--- config.mk ---
export PLATFORM = sky130hd
export DESIGN_NAME = ps2_keycode_rx
export DESIGN_NICKNAME = d
export VERILOG_FILES = /design/src/rtl/ps2_keycode_rx.sv
export SDC_FILE = /design/constraint.sdc
export NUM_CORES = 1
export LEC_CHECK = 0
export ABC_AREA = 1
export BUFFER_PORTS_ARGS = -buffer_cell sky130_fd_sc_hd__buf_2
export CELL_PAD_IN_SITES_DETAIL_PLACEMENT = 1
export CELL_PAD_IN_SITES_GLOBAL_PLACEMENT = 2
export CORE_ASPECT_RATIO = 0.75
export CORE_MARGIN = 2
export CORE_UTILIZATION = 30
export DETAILED_ROUTE_END_ITERATION = 10
export PLACE_DENSITY_LB_ADDON = 0.1
export REMOVE_ABC_BUFFERS = 1
export SLEW_MARGIN = 10
export SYNTH_ARGS = -nofsm -noshare
export SYNTH_HDL_FRONTEND = slang
export SYNTH_SLANG_ARGS = --single-unit
--- constraint.sdc ---
create_clock -name Clk -period 3.4 [get_ports Clk]
set_input_delay 1.02 -clock Clk [delete_from_list [all_inputs] [get_ports Clk]]
set_output_delay 1.02 -clock Clk [all_outputs]
set_load 0.02 [all_outputs]
--- src/rtl/ps2_keycode_rx.sv ---
// PS/2 set-2 keyboard receiver: frames bytes off the raw pins and keeps up to two
// held keys as HID usage codes packed into {slot1, slot0}.
module ps2_keycode_rx #(
    parameter int TIMEOUT_CYCLES = 50000
) (
    input  logic        Clk,
    input  logic        Reset,
    input  logic        PS2_CLK,
    input  logic        PS2_DAT,
    output logic [15:0] keycode,
    output logic        key_event,
    output logic        frame_err
);
    localparam int            CW      = $clog2(TIMEOUT_CYCLES + 1);
    localparam logic [CW-1:0] TO_LAST = CW'(TIMEOUT_CYCLES - 1);

    typedef enum logic [1:0] {IDLE, DATA, PARITY, STOP} frame_state_t;

    logic [2:0]    clk_sync;
    logic [1:0]    dat_sync;
    logic          fe;
    logic          bit_in;
    frame_state_t  state;
    logic [7:0]    shift;
    logic [2:0]    bit_cnt;
    logic [CW-1:0] to_cnt;
    logic          parity_ok;
    logic          byte_valid;
    logic          ext;
    logic          brk;
    logic [7:0]    hid;
    logic [7:0]    next0;
    logic [7:0]    next1;

    // NOTE: synchronizers reset to the line idle level (1) so leaving reset never fakes a falling edge.
    always_ff @(posedge Clk) begin
        if (Reset) begin
            clk_sync <= '1;
            dat_sync <= '1;
        end else begin
            clk_sync <= {clk_sync[1:0], PS2_CLK};
            dat_sync <= {dat_sync[0], PS2_DAT};
        end
    end

    assign fe     = clk_sync[2] & ~clk_sync[1];
    assign bit_in = dat_sync[1];

    // Frame FSM plus inactivity watchdog; a falling edge always beats a timeout in the same cycle.
    always_ff @(posedge Clk) begin
        if (Reset) begin
            state      <= IDLE;
            shift      <= '0;
            bit_cnt    <= '0;
            to_cnt     <= '0;
            parity_ok  <= 1'b0;
            byte_valid <= 1'b0;
            frame_err  <= 1'b0;
        end else begin
            byte_valid <= 1'b0;
            frame_err  <= 1'b0;
            if (state == IDLE || fe) begin
                to_cnt <= '0;
            end else if (to_cnt == TO_LAST) begin
                to_cnt    <= '0;
                state     <= IDLE;
                frame_err <= 1'b1;
            end else begin
                to_cnt <= to_cnt + 1'b1;
            end
            if (fe) begin
                unique case (state)
                    IDLE: begin
                        if (!bit_in) begin
                            state   <= DATA;
                            bit_cnt <= '0;
                        end
                    end
                    DATA: begin
                        shift   <= {bit_in, shift[7:1]};
                        bit_cnt <= bit_cnt + 1'b1;
                        if (bit_cnt == 3'd7) state <= PARITY;
                    end
                    PARITY: begin
                        parity_ok <= ^{shift, bit_in};
                        state     <= STOP;
                    end
                    STOP: begin
                        state <= IDLE;
                        if (parity_ok && bit_in) byte_valid <= 1'b1;
                        else                     frame_err  <= 1'b1;
                    end
                endcase
            end
        end
    end

    function automatic logic [7:0] to_hid(input logic e, input logic [7:0] code);
        case ({e, code})
            9'h05A:  return 8'h28;
            9'h076:  return 8'h29;
            9'h029:  return 8'h2C;
            9'h04D:  return 8'h13;
            9'h01D:  return 8'h1A;
            9'h01C:  return 8'h04;
            9'h01B:  return 8'h16;
            9'h023:  return 8'h07;
            9'h175:  return 8'h52;
            9'h172:  return 8'h51;
            9'h16B:  return 8'h50;
            9'h174:  return 8'h4F;
            default: return 8'h00;
        endcase
    endfunction

    // NOTE: every always_comb output gets a default first so no path leaves a latch.
    always_comb begin
        hid   = to_hid(ext, shift);
        next0 = keycode[7:0];
        next1 = keycode[15:8];
        if (byte_valid && shift != 8'hE0 && shift != 8'hF0 && hid != 8'h00) begin
            if (brk) begin
                if (keycode[7:0]  == hid) next0 = 8'h00;
                if (keycode[15:8] == hid) next1 = 8'h00;
            end else if (keycode[7:0] != hid && keycode[15:8] != hid) begin
                if (keycode[7:0] == 8'h00)       next0 = hid;
                else if (keycode[15:8] == 8'h00) next1 = hid;
            end
        end
    end

    always_ff @(posedge Clk) begin
        if (Reset) begin
            keycode   <= '0;
            key_event <= 1'b0;
            ext       <= 1'b0;
            brk       <= 1'b0;
        end else begin
            keycode   <= {next1, next0};
            key_event <= ({next1, next0} != keycode);
            if (byte_valid) begin
                if (shift == 8'hE0) begin
                    ext <= 1'b1;
                end else if (shift == 8'hF0) begin
                    brk <= 1'b1;
                end else begin
                    ext <= 1'b0;
                    brk <= 1'b0;
                end
            end
        end
    end
endmodule

==> results of run 1 <==
[state kept, by name (all words and copies together), names as in the netlist]
register and count:
bit_cnt 3, brk 1, byte_valid 1, clk_sync 3
dat_sync 2, ext 1, frame_err 1, key_event 1
keycode 16, parity_ok 1, shift 8, state 2
to_cnt 16
[worst min-delay path by stage]
stage	from	to	depth (start not counted)
3_5_place_dp	dat_sync[0]	dat_sync[1]	1
3_3_place_gp	dat_sync[0]	dat_sync[1]	1
4_1_cts	dat_sync[0]	dat_sync[1]	1
6_report	dat_sync[0]	dat_sync[1]	1
5_1_grt	clk_sync[0]	clk_sync[1]	1
2_1_floorplan	clk_sync[0]	clk_sync[1]	1
[area by class of cell]
cell class	instances	area, µm²	share of cell area [%]
tap	140	175	4.73
sequential	56	1120	30.3
inverter	76	285	7.71
timing repair buffer	24	128	3.45
clock buffer	6	139	3.75
clock inverter	2	13.8	0.372
multi-input combinational	361	1840	49.7
[cells in the final DEF (no fill, tap or decap), drive strengths merged]
cell type / count
o21ai: 24
nand3: 56
nand3b: 1
xnor2: 4
xor2: 3
nor2: 90
clkinv: 2
and3: 1
ha: 3
nor4: 2
inv: 76
clkbuf: 6
or2: 5
a21oi: 31
a22oi: 2
o211a: 1
nand2: 110
o41ai: 1
nor3: 9
a211oi: 2
o221a: 1
o211ai: 1
nand4: 9
dfxtp: 56
nor3b: 2
buf: 24
o22ai: 1
o31ai: 1
a21boi: 1
[worst max-delay path: cells and delay by family (launching register included)]
kind | cells | cell delay, ns
buffers and inverters | 1 | 0.11
flip-flops | 1 | 0.55
AND/OR/NAND/NOR | 18 | 1.91
[layer usage]
| metal | part of all wire [%] | vias up | GRT usage, % |
|---|---|---|---|
| met4 | 0.90 | 0 | 4.21 |
| met3 | 4.2 | 8 | 2.78 |
| li1 | - | 1662 | - |
| met2 | 36 | 41 | 24.0 |
| met5 | 0 | - | 0 |
| met1 | 59 | 1485 | 28.6 |
[stage by stage]
| step | cells | hold slack [ns] | setup WS [ns] |
|---|---|---|---|
| 6_report | 665 | 0.416 | 0.695 |
| 5_1_grt | 665 | 0.430 | 0.406 |
| 4_1_cts | 665 | 0.417 | 0.713 |
| 3_5_place_dp | 657 | 0.398 | 0.730 |
| 3_3_place_gp | 657 | 0.394 | 0.689 |
| 2_1_floorplan | 493 | 0.389 | 1.31 |
[power by group]
part | internal [mW] | total, mW | switching (mW)
Sequential | 0.660 | 0.664 | 0.00407
Clock | 0.296 | 0.553 | 0.257
Combinational | 0.0162 | 0.0498 | 0.0336
Total | 0.972 | 1.27 | 0.295
[logic make-up after synthesis]
family | after synthesis
xor+xnor | 7
compound gates | 66
flops | 56
simple gates | 285
fa+ha+maj | 3
buf+inv | 84
==> results.md, run 1 <==
- Run status: finished clean
- Area grow syn2layout: 12.9%
- Top post-synthesis cells by count: nand2_1, nor2_1, inv_1
- Xor/xnor share of the synthesized area: 1.87%
- VDD IR-drop max: 0.000161 V
- CP Capture Type: register
- WL/cell: 14.9 µm
- Synth top area share: 34.2%
- Area contributors post-synth: dfxtp_1, nand2_1, nor2_1, inv_1, nand3_1
- DRT iter0 DRCs: 195
- Antenna-violating nets left: 0
- Worst setup startpoint: ext
- Setup Skew: 0.00997 ns
- Fill cell count: 1383
- Clk_lat worst skew: 0.30 ns
- Sink Count: 56
- Synth Area in Simple Gates: 41.9%
- CP startpoint kind: register
- Mapped cell area: 3280 µm²
- Final worst-path cycle share: 79.6%
- Post-synth EDFFs: 0
- Final min period: 2.70 ns
- Drt first pass iters: 4
- Total Negative Setup Slacks: 0 ns
- Unrepaired setup endpoints after global routing: no
- Power per Cell Area: 342 nW/µm²
- Full die area: 11800 µm²
- I/O pin count: 22
- CP Max Fanout: 8
- Reg2reg setup slack: 0.70 ns
- Sequential share of the synthesized area: 34.2%
- R2R depth: 19
- Worst stage delay on the critical path: 0.55 ns
- Reg2reg end: key_event
- Mapped Cells: 501
- Global-route wire length before repair: 16.4 mm
- Largest net degree at the start of global routing: 29
- Via count: 3196
- Synth Area per Inst: 6.54 µm²
- Slew Limit Fails: 0
- Ant. Diodes: 0
- Post-DP HPWL: 8.13 mm
- Count leader, synth: nand2_1
- Leakage power: 1.70 nW
- Unique masters post-synth: 36
- CTS clk-pin slew, worst paths: 0.08 ns
- Initial Util: 30.4%
- Rel. slew slack: 37.5%
- Compound-gate portion of the synthesized area: 11.1%
- Asr flop ratio synth: 0%
- Final WL: 9.90 mm
- CTS buffer count: 5
- GRT Residual Overflow: 0
- Max Fclk: 370 MHz
- Final cell utilization of the core: 34.3%
- Hold_buf cts: 0
- Port Buffers: 21
- Final Hold Fails: 0
- Initial antenna violation count: 0
- Worst setup endpoint: key_event
- H-tree depth: 2
- Clock Path Buffers: 2
- Residual DRC: 0
- Synthesis warning total: 0
- Multiplexer share of the synthesized area: 0%
- Crit Path Class: reg -> reg
- Adder-cell share of the synthesized area: 1.15%
- Count of final setup violators: 0
- Power Total: 1.27 mW
- Vias per inst: 4.81
- Synth area leader: dfxtp_1
- GPL Wtd Cong: 0.843
- Dpl cell area: 3550 µm²
- DIE HEIGHT: 94.5 µm
- Root Buffer: clkbuf_16
- CTS resizes: 0
- Synth Flop Type: dfxtp_1
- Hold Path Class: reg -> reg
- Crit path max-delay cell type: dfxtp_1
- CP cell instances: nor2_1 > nand2_1 > nor2_2 > nand2_1 > nand3_1 > nor2_2 > inv_1 > nand2_1 > nand3_1 > nor2_2 > nand2_4 > nand2_4 > nor2_4 > nand3_1 > nand2_1 > nor2_1 > nand3_1 > nor2_1 > nor2_1
- Core footprint: 10800 µm²
- Reg2Reg Launch Point: ext
- Largest family of logic cells by synthesized area: simple AND/OR/NAND/NOR gates
- TritonCTS clock tree: done
- Max cap viols: 0
- Width of the die: 125 µm
- CP Data Required Time: 3.59 ns
- Layout cell share with drive strength beyond 1: 16.2%
- Post-route cell area: 3700 µm²
- Vias in the first global route: 3127
- Flops & latches, synth: 56
- Crit path DAT: 2.89 ns
- Nets: 531
- Postcts setup bufs: 0
- Worst slew pin tran: 0.933 ns
- Core Rows: 33
- Gr usage total: 17.8%
No activity file was read; power rests on OpenSTA's default activity.
==> run 2: changes to the inputs <==
ABC_AREA = 0   (was 1)
clock period = 2.6 ns   (was 3.4 ns; I/O delays follow)
==> results.md, run 2 <==
- Reg2Reg Launch Point: shift[4] (was ext)
- Max Fclk: 370 MHz (about the same)
- Highest-count cells in the layout ignoring fill and taps: buf_4, dfxtp_1, nand2_1 (was nand2_1, nor2_1, inv_1)
- DIE HEIGHT: 90.1 µm (was 94.5 µm)
- Worst setup startpoint: shift[4] (was ext)
- Crit Path Class: reg -> reg (unchanged)
- Sw Share: 22.2% (was 23.3%)
- Clock Path Buffers: 2 (unchanged)
- Synth top area share: 37.8% (was 34.2%)
- CP Data Required Time: 2.79 ns (was 3.59 ns)
- Most used cell, CP: a2111oi_4
- Post-synth EDFFs: 0 (unchanged)
- Internal: 1.26 mW (was 0.972 mW)
- Final Hold Fails: 0 (unchanged)
- Initial Util: 30.8% (was 30.4%)
- Setup Skew: 0.00600 ns (was 0.00997 ns)
- GPL Wtd Cong: 0.760 (was 0.843)
- Core Rows: 31 (was 33)
- Sink Count: 56 (unchanged)
- Crit path DAT: 2.89 ns (about the same)
- Top Registers: keycode: 16 flops, to_cnt: 16 flops, shift: 8 flops (unchanged)
- Count of final setup violators: 14 (was 0)
- Root Buffer: clkbuf_16 (unchanged)
- R2R depth: 9 (was 19)
- Leakage power: 1.60 nW (was 1.70 nW)
- Max cap viols: 0 (unchanged)
- Multi-input gate area: 1960 µm² (was 1840 µm²)
- TritonCTS clock tree: done (unchanged)
- Register area: 1140 µm² (was 1120 µm²)
- Clk_lat worst skew: 0.30 ns (about the same)
- Fin worst setup slack: -0.106 ns (was 0.695 ns)
- Drt first pass iters: 4 (unchanged)
- Vias per inst: 4.92 (was 4.81)
- Full die area: 10700 µm² (was 11800 µm²)
- Final min period: 2.71 ns (was 2.70 ns)
- CP Max Fanout: 7 (was 8)
- Flops & latches, synth: 56 (unchanged)
- Mapped cell area: 2970 µm² (was 3280 µm²)
- Top post-synthesis cells by count: dfxtp_1, nand2_1, nor2_1 (was nand2_1, nor2_1, inv_1)
- Post-Layout Cell Count: 568 (was 665)
- Synth Area per Inst: 8.60 µm² (was 6.54 µm²)
- Run status: finished, violations left (was finished clean)
- Total Negative Setup Slacks: -1.07 ns (was 0 ns)
- WL/cell: 16.7 µm (was 14.9 µm)
- Count leader, synth: dfxtp_1 (was nand2_1)
- Port Buffers: 21 (unchanged)
- DRT iter0 DRCs: 122 (was 195)
- Width of the die: 119 µm (was 125 µm)
- Synthesis warning total: 0 (unchanged)
- Initial antenna violation count: 0 (unchanged)
- CTS buffer count: 5 (unchanged)
- Layout cell share with drive strength beyond 1: 36.7% (was 16.2%)
- Final worst-path cycle share: 104% (was 79.6%)
- GRT Residual Overflow: 0 (unchanged)
- CP startpoint kind: register (unchanged)
- Residual DRC: 0 (unchanged)
- Final WL: 9.46 mm (was 9.90 mm)
- Gr usage total: 17.3% (was 17.8%)
- Commonest non-fill, non-tap cell in the layout: buf_4 (was nand2_1)
- Synth area leader: dfxtp_1 (unchanged)
- Unique masters post-synth: 59 (was 36)
- VDD IR-drop max: 0.000238 V (was 0.000161 V)
- Largest net degree at the start of global routing: 18 (was 29)
- Core footprint: 9620 µm² (was 10800 µm²)
- Failing checks: negative setup slack
- CP cell instances: buf_6 > nand4bb_4 > a2111oi_4 > a2111o_1 > xor2_1 > a2111oi_4 > o211ai_2 > o21ba_4 > a22o_1 (was nor2_1 > nand2_1 > nor2_2 > nand2_1 > nand3_1 > nor2_2 > inv_1 > nand2_1 > nand3_1 > nor2_2 > nand2_4 > nand2_4 > nor2_4 > nand3_1 > nand2_1 > nor2_1 > nand3_1 > nor2_1 > nor2_1)
- Hold Path Class: reg -> reg (unchanged)
- Ant. Diodes: 0 (unchanged)
- H-tree depth: 2 (unchanged)
- Comb power frac: 1.9% (was 3.9%)
- Worst slew pin tran: 0.680 ns (was 0.933 ns)
- Nets: 442 (was 531)
- Rel. slew slack: 54.5% (was 37.5%)
- Area grow syn2layout: 40.1% (was 12.9%)
- Unrepaired setup endpoints after global routing: yes (was no)
- CTS clk-pin slew, worst paths: 0.07 ns (was 0.08 ns)
- Hold-critical path depth: 1 (unchanged)
- Area contributors post-synth: dfxtp_1, nand2_1, nor2_1, xnor2_1, xor2_1 (was dfxtp_1, nand2_1, nor2_1, inv_1, nand3_1)
- Vias in the first global route: 2772 (was 3127)
- Slew Limit Fails: 0 (unchanged)
- Tightest hold margin: 0.411 ns (was 0.416 ns)
- Power Total: 1.61 mW (was 1.27 mW)
- Global-route wire length before repair: 14.8 mm (was 16.4 mm)
- CP Capture Type: register (unchanged)
- Net Sw Power: 0.358 mW (was 0.295 mW)
- Flop pwr share: 53.2% (was 52.4%)
- I/O pin count: 22 (unchanged)
- Placed insts: 540 (was 657)
- Crit path max-delay cell type: a2111oi_4 (was dfxtp_1)
- Power per Cell Area: 389 nW/µm² (was 342 nW/µm²)
- Synth Flop Type: dfxtp_1 (unchanged)
- Mapped Cells: 345 (was 501)
- Antenna-violating nets left: 0 (unchanged)
- Fill cell count: 1149 (was 1383)
- Clock power frac: 44.8% (was 43.6%)
- Post-Place Setup Slack: -0.275 ns (was 0.730 ns)
- Worst stage delay on the critical path: 0.48 ns (was 0.55 ns)
- Hold path startpoint: dat_sync[0] (unchanged)
- Sequential share of the synthesized area: 37.8% (was 34.2%)
- Post-DP HPWL: 6.56 mm (was 8.13 mm)
- Via count: 2793 (was 3196)
- Hold_buf cts: 0 (unchanged)
- Asr flop ratio synth: 0% (unchanged)
## run 2: layer usage
layer  vias up  wire (µm)  global-route usage (%)
met3        10        363                    4.38
met1      1333       4890                    25.4
met4         0        117                    4.37
li1       1405          -                       -
met2        45       4090                    25.0
met5         -          0                       0
## run 2: per-stage QoR
stage	cell area, µm²	util (%)
2_1_floorplan	2890	-
3_3_place_gp	3590	37.3
3_5_place_dp	3590	37.3
4_1_cts	3900	40.5
5_1_grt	4150	43.2
6_report	4150	43.2
## run 2: final timing paths
| path | end | slack [ns] |
|---|---|---|
| max | keycode[4] | -0.11 |
| min | dat_sync[1] | 0.41 |
| max reg2reg | keycode[4] | -0.11 |
| min reg2reg | dat_sync[1] | 0.41 |
## run 2: kinds of logic (layout without fill, tap and decap cells)
kind of cell | count (synthesis) | count (layout) | share of synthesized area (%)
multiplexers | 6 | 6 | 2.03
XOR/XNOR | 26 | 26 | 7.68
AO/OA/AOI/OAI | 60 | 60 | 15.4
AND/OR/NAND/NOR | 172 | 172 | 32.4
adder cells (fa/ha/maj) | 3 | 3 | 1.27
buffers and inverters | 22 | 113 | 3.42
flip-flops | 56 | 56 | 37.8
## run 2: repair_timing
item,CTS,global route
resized for setup,20,33
setup buffers,11,11
endpoints found under the setup margin,15,15
pin swaps,15,21
cloned,0,0
## run 2: critical path: cells and delay by family, from the launching register on
family,cells,cell delay [ns]
compound gates,6,1.80
flops,1,0.40
buf+inv,1,0.14
simple gates,1,0.13
xor+xnor,1,0.12
## run 2: final cells by class
class	instances	area share, %
repair buffers	98	17.2
inverters	7	0.633
flip-flops and latches	56	27.3
well taps	132	3.98
multi-input cells	267	47.2
clock inverters	2	0.331
clock buffers	6	3.34
## run 2: power by group through the flow
| stage | sequential [mW] | combinational (mW) | clock, mW |
|---|---|---|---|
| after floorplan | 0.882 | 0.0137 | 0 |
| after global placement | 0.883 | 0.0311 | 0 |
| after detailed placement | 0.883 | 0.0316 | 0 |
| after CTS | 0.860 | 0.0317 | 0.752 |
| after global routing | 0.860 | 0.0353 | 0.791 |
| final | 0.859 | 0.0313 | 0.723 |
==> run 3: changes to the inputs <==
clock period = 3.3 ns   (was 2.6 ns; I/O delays follow)
==> results.md, run 3 (synthesis results as in run 2) <==
- CP Capture Type: register (unchanged)
- Run status: finished clean (was finished, violations left)
- Count of final setup violators: 0 (was 14)
- Ant. Diodes: 0 (unchanged)
- Highest-count cells in the layout ignoring fill and taps: dfxtp_1, nand2_1, nor2_1 (was buf_4, dfxtp_1, nand2_1)
- Final Hold Fails: 0 (unchanged)
- CP cell instances: nand4bb_1 > a2111oi_4 > buf_4 > a21oi_1 > o41a_1 > a2111oi_2 > o211ai_2 > o21ba_4 > a22o_1 (was buf_6 > nand4bb_4 > a2111oi_4 > a2111o_1 > xor2_1 > a2111oi_4 > o211ai_2 > o21ba_4 > a22o_1)
- Crit Path Class: reg -> reg (unchanged)
- Clock Path Buffers: 2 (unchanged)
- Residual DRC: 0 (unchanged)
- Initial antenna violation count: 0 (unchanged)
- Post-Place Setup Slack: 0.0796 ns (was -0.275 ns)
- Port Buffers: 21 (unchanged)
- Final min period: 3.12 ns (was 2.71 ns)
- Slew Limit Fails: 0 (unchanged)
- Layout cell share with drive strength beyond 1: 16.6% (was 36.7%)
- Final worst-path cycle share: 94.4% (was 104%)
- Final WL: 8.01 mm (was 9.46 mm)
- Hold Path Class: reg -> reg (unchanged)
- Initial Util: 30.8% (unchanged)
- Gr usage total: 15.7% (was 17.3%)
- Sink Count: 56 (unchanged)
- Area grow syn2layout: 13.7% (was 40.1%)
- Largest net degree at the start of global routing: 30 (was 18)
- Via count: 2562 (was 2793)
- Worst stage delay on the critical path: 0.65 ns (was 0.48 ns)
- GRT Residual Overflow: 0 (unchanged)
- Antenna-violating nets left: 0 (unchanged)
- TritonCTS clock tree: done (unchanged)
- CTS clk-pin slew, worst paths: 0.07 ns (about the same)
- Final cell utilization of the core: 35.0% (was 43.2%)
- Crit path DAT: 3.31 ns (was 2.89 ns)
- Drt first pass iters: 4 (unchanged)
- R2R depth: 9 (unchanged)
- Fill cell count: 1194 (was 1149)
- CP Max Fanout: 14 (was 7)
- CP startpoint kind: register (unchanged)
- Hold-critical path depth: 1 (unchanged)
- Global-route wire length before repair: 13.4 mm (was 14.8 mm)
- CP Data Required Time: 3.49 ns (was 2.79 ns)
- Root Buffer: clkbuf_16 (unchanged)
- Reg2reg setup slack: 0.18 ns (was -0.11 ns)
- Crit path max-delay cell type: a2111oi_4 (unchanged)
- Power Total: 1.24 mW (was 1.61 mW)
- H-tree depth: 2 (unchanged)
- Setup Skew: 0.00597 ns (was 0.00600 ns)
- Post-DP HPWL: 5.90 mm (was 6.56 mm)
- I/O pin count: 22 (unchanged)
- DIE HEIGHT: 90.1 µm (unchanged)
- Width of the die: 119 µm (unchanged)
- GPL Wtd Cong: 0.765 (was 0.760)
- Max Fclk: 321 MHz (was 370 MHz)
- Rel. slew slack: 57.0% (was 54.5%)
- Fin worst setup slack: 0.184 ns (was -0.106 ns)
- Tightest hold margin: 0.410 ns (was 0.411 ns)
- WL/cell: 16.0 µm (was 16.7 µm)
- DRT iter0 DRCs: 198 (was 122)
- Core footprint: 9620 µm² (unchanged)
- Clk_lat worst skew: 0.30 ns (about the same)
- Hold_buf cts: 0 (unchanged)
- Core Rows: 31 (unchanged)
- Max cap viols: 0 (unchanged)
- VDD IR-drop max: 0.000162 V (was 0.000238 V)
- Power per Cell Area: 369 nW/µm² (was 389 nW/µm²)
- Vias in the first global route: 2482 (was 2772)
- Top Registers: keycode: 16 flops, to_cnt: 16 flops, shift: 8 flops (unchanged)
- Nets: 373 (was 442)
- Vias per inst: 5.13 (was 4.92)
- Full die area: 10700 µm² (unchanged)
- Leakage power: 1.20 nW (was 1.60 nW)
- Worst slew pin tran: 0.639 ns (was 0.680 ns)
- CTS buffer count: 5 (unchanged)
- Total Negative Setup Slacks: 0 ns (was -1.07 ns)
- Commonest non-fill, non-tap cell in the layout: dfxtp_1 (was buf_4)
-- run 3: report_power, final --
group | internal (mW) | leakage, nW | switching, mW
Clock | 0.284 | 0.0712 | 0.255
Sequential | 0.678 | 0.453 | 0.00186
Combinational | 0.00850 | 0.677 | 0.0145
-- run 3: per-layer routing --
| layer | wire length (µm) | vias up | track usage, % |
|---|---|---|---|
| met4 | 57 | 0 | 3.47 |
| met5 | 0 | - | 0 |
| li1 | - | 1273 | - |
| met3 | 247 | 4 | 3.05 |
| met1 | 4490 | 1258 | 24.5 |
| met2 | 3220 | 27 | 21.8 |
-- run 3: path summary, 6_finish.rpt --
check                   start     endpoint
setup / recovery     shift[3]   keycode[6]
hold / removal    dat_sync[0]  dat_sync[1]
setup reg to reg     shift[3]   keycode[6]
hold reg to reg   dat_sync[0]  dat_sync[1]
-- run 3: repair_timing --
item / CTS / global route
setup endpoints to repair: 0 / 15
buffers inserted: 0 / 2
resized for setup: 0 / 4
-- run 3: stage by stage --
stage | instance area (µm²) | cells
finish | 3370 | 499
global route | 3370 | 499
CTS | 3350 | 497
detailed placement | 3210 | 489
global placement | 3210 | 489
floorplan | 2890 | 330
-- run 3: cell type report --
cell class                 instances  area, µm²  share of cell area [%]
clock buffer                       6        129                    3.82
clock inverter                     2       13.8                   0.408
inverter                           7       26.3                   0.780
multi-input combinational        267       1750                    51.9
sequential                        56       1120                    33.3
tap                              132        165                    4.90
timing repair buffer              29        165                    4.90
-- run 3: worst max-delay path: cells and delay by family (launching register included) --
| family | cells | cell delay [ns] |
|---|---|---|
| AOI/OAI and AO/OA | 7 | 1.98 |
| DFF | 1 | 0.46 |
| and+or+nand+nor | 1 | 0.36 |
| buffers and inverters | 1 | 0.22 |
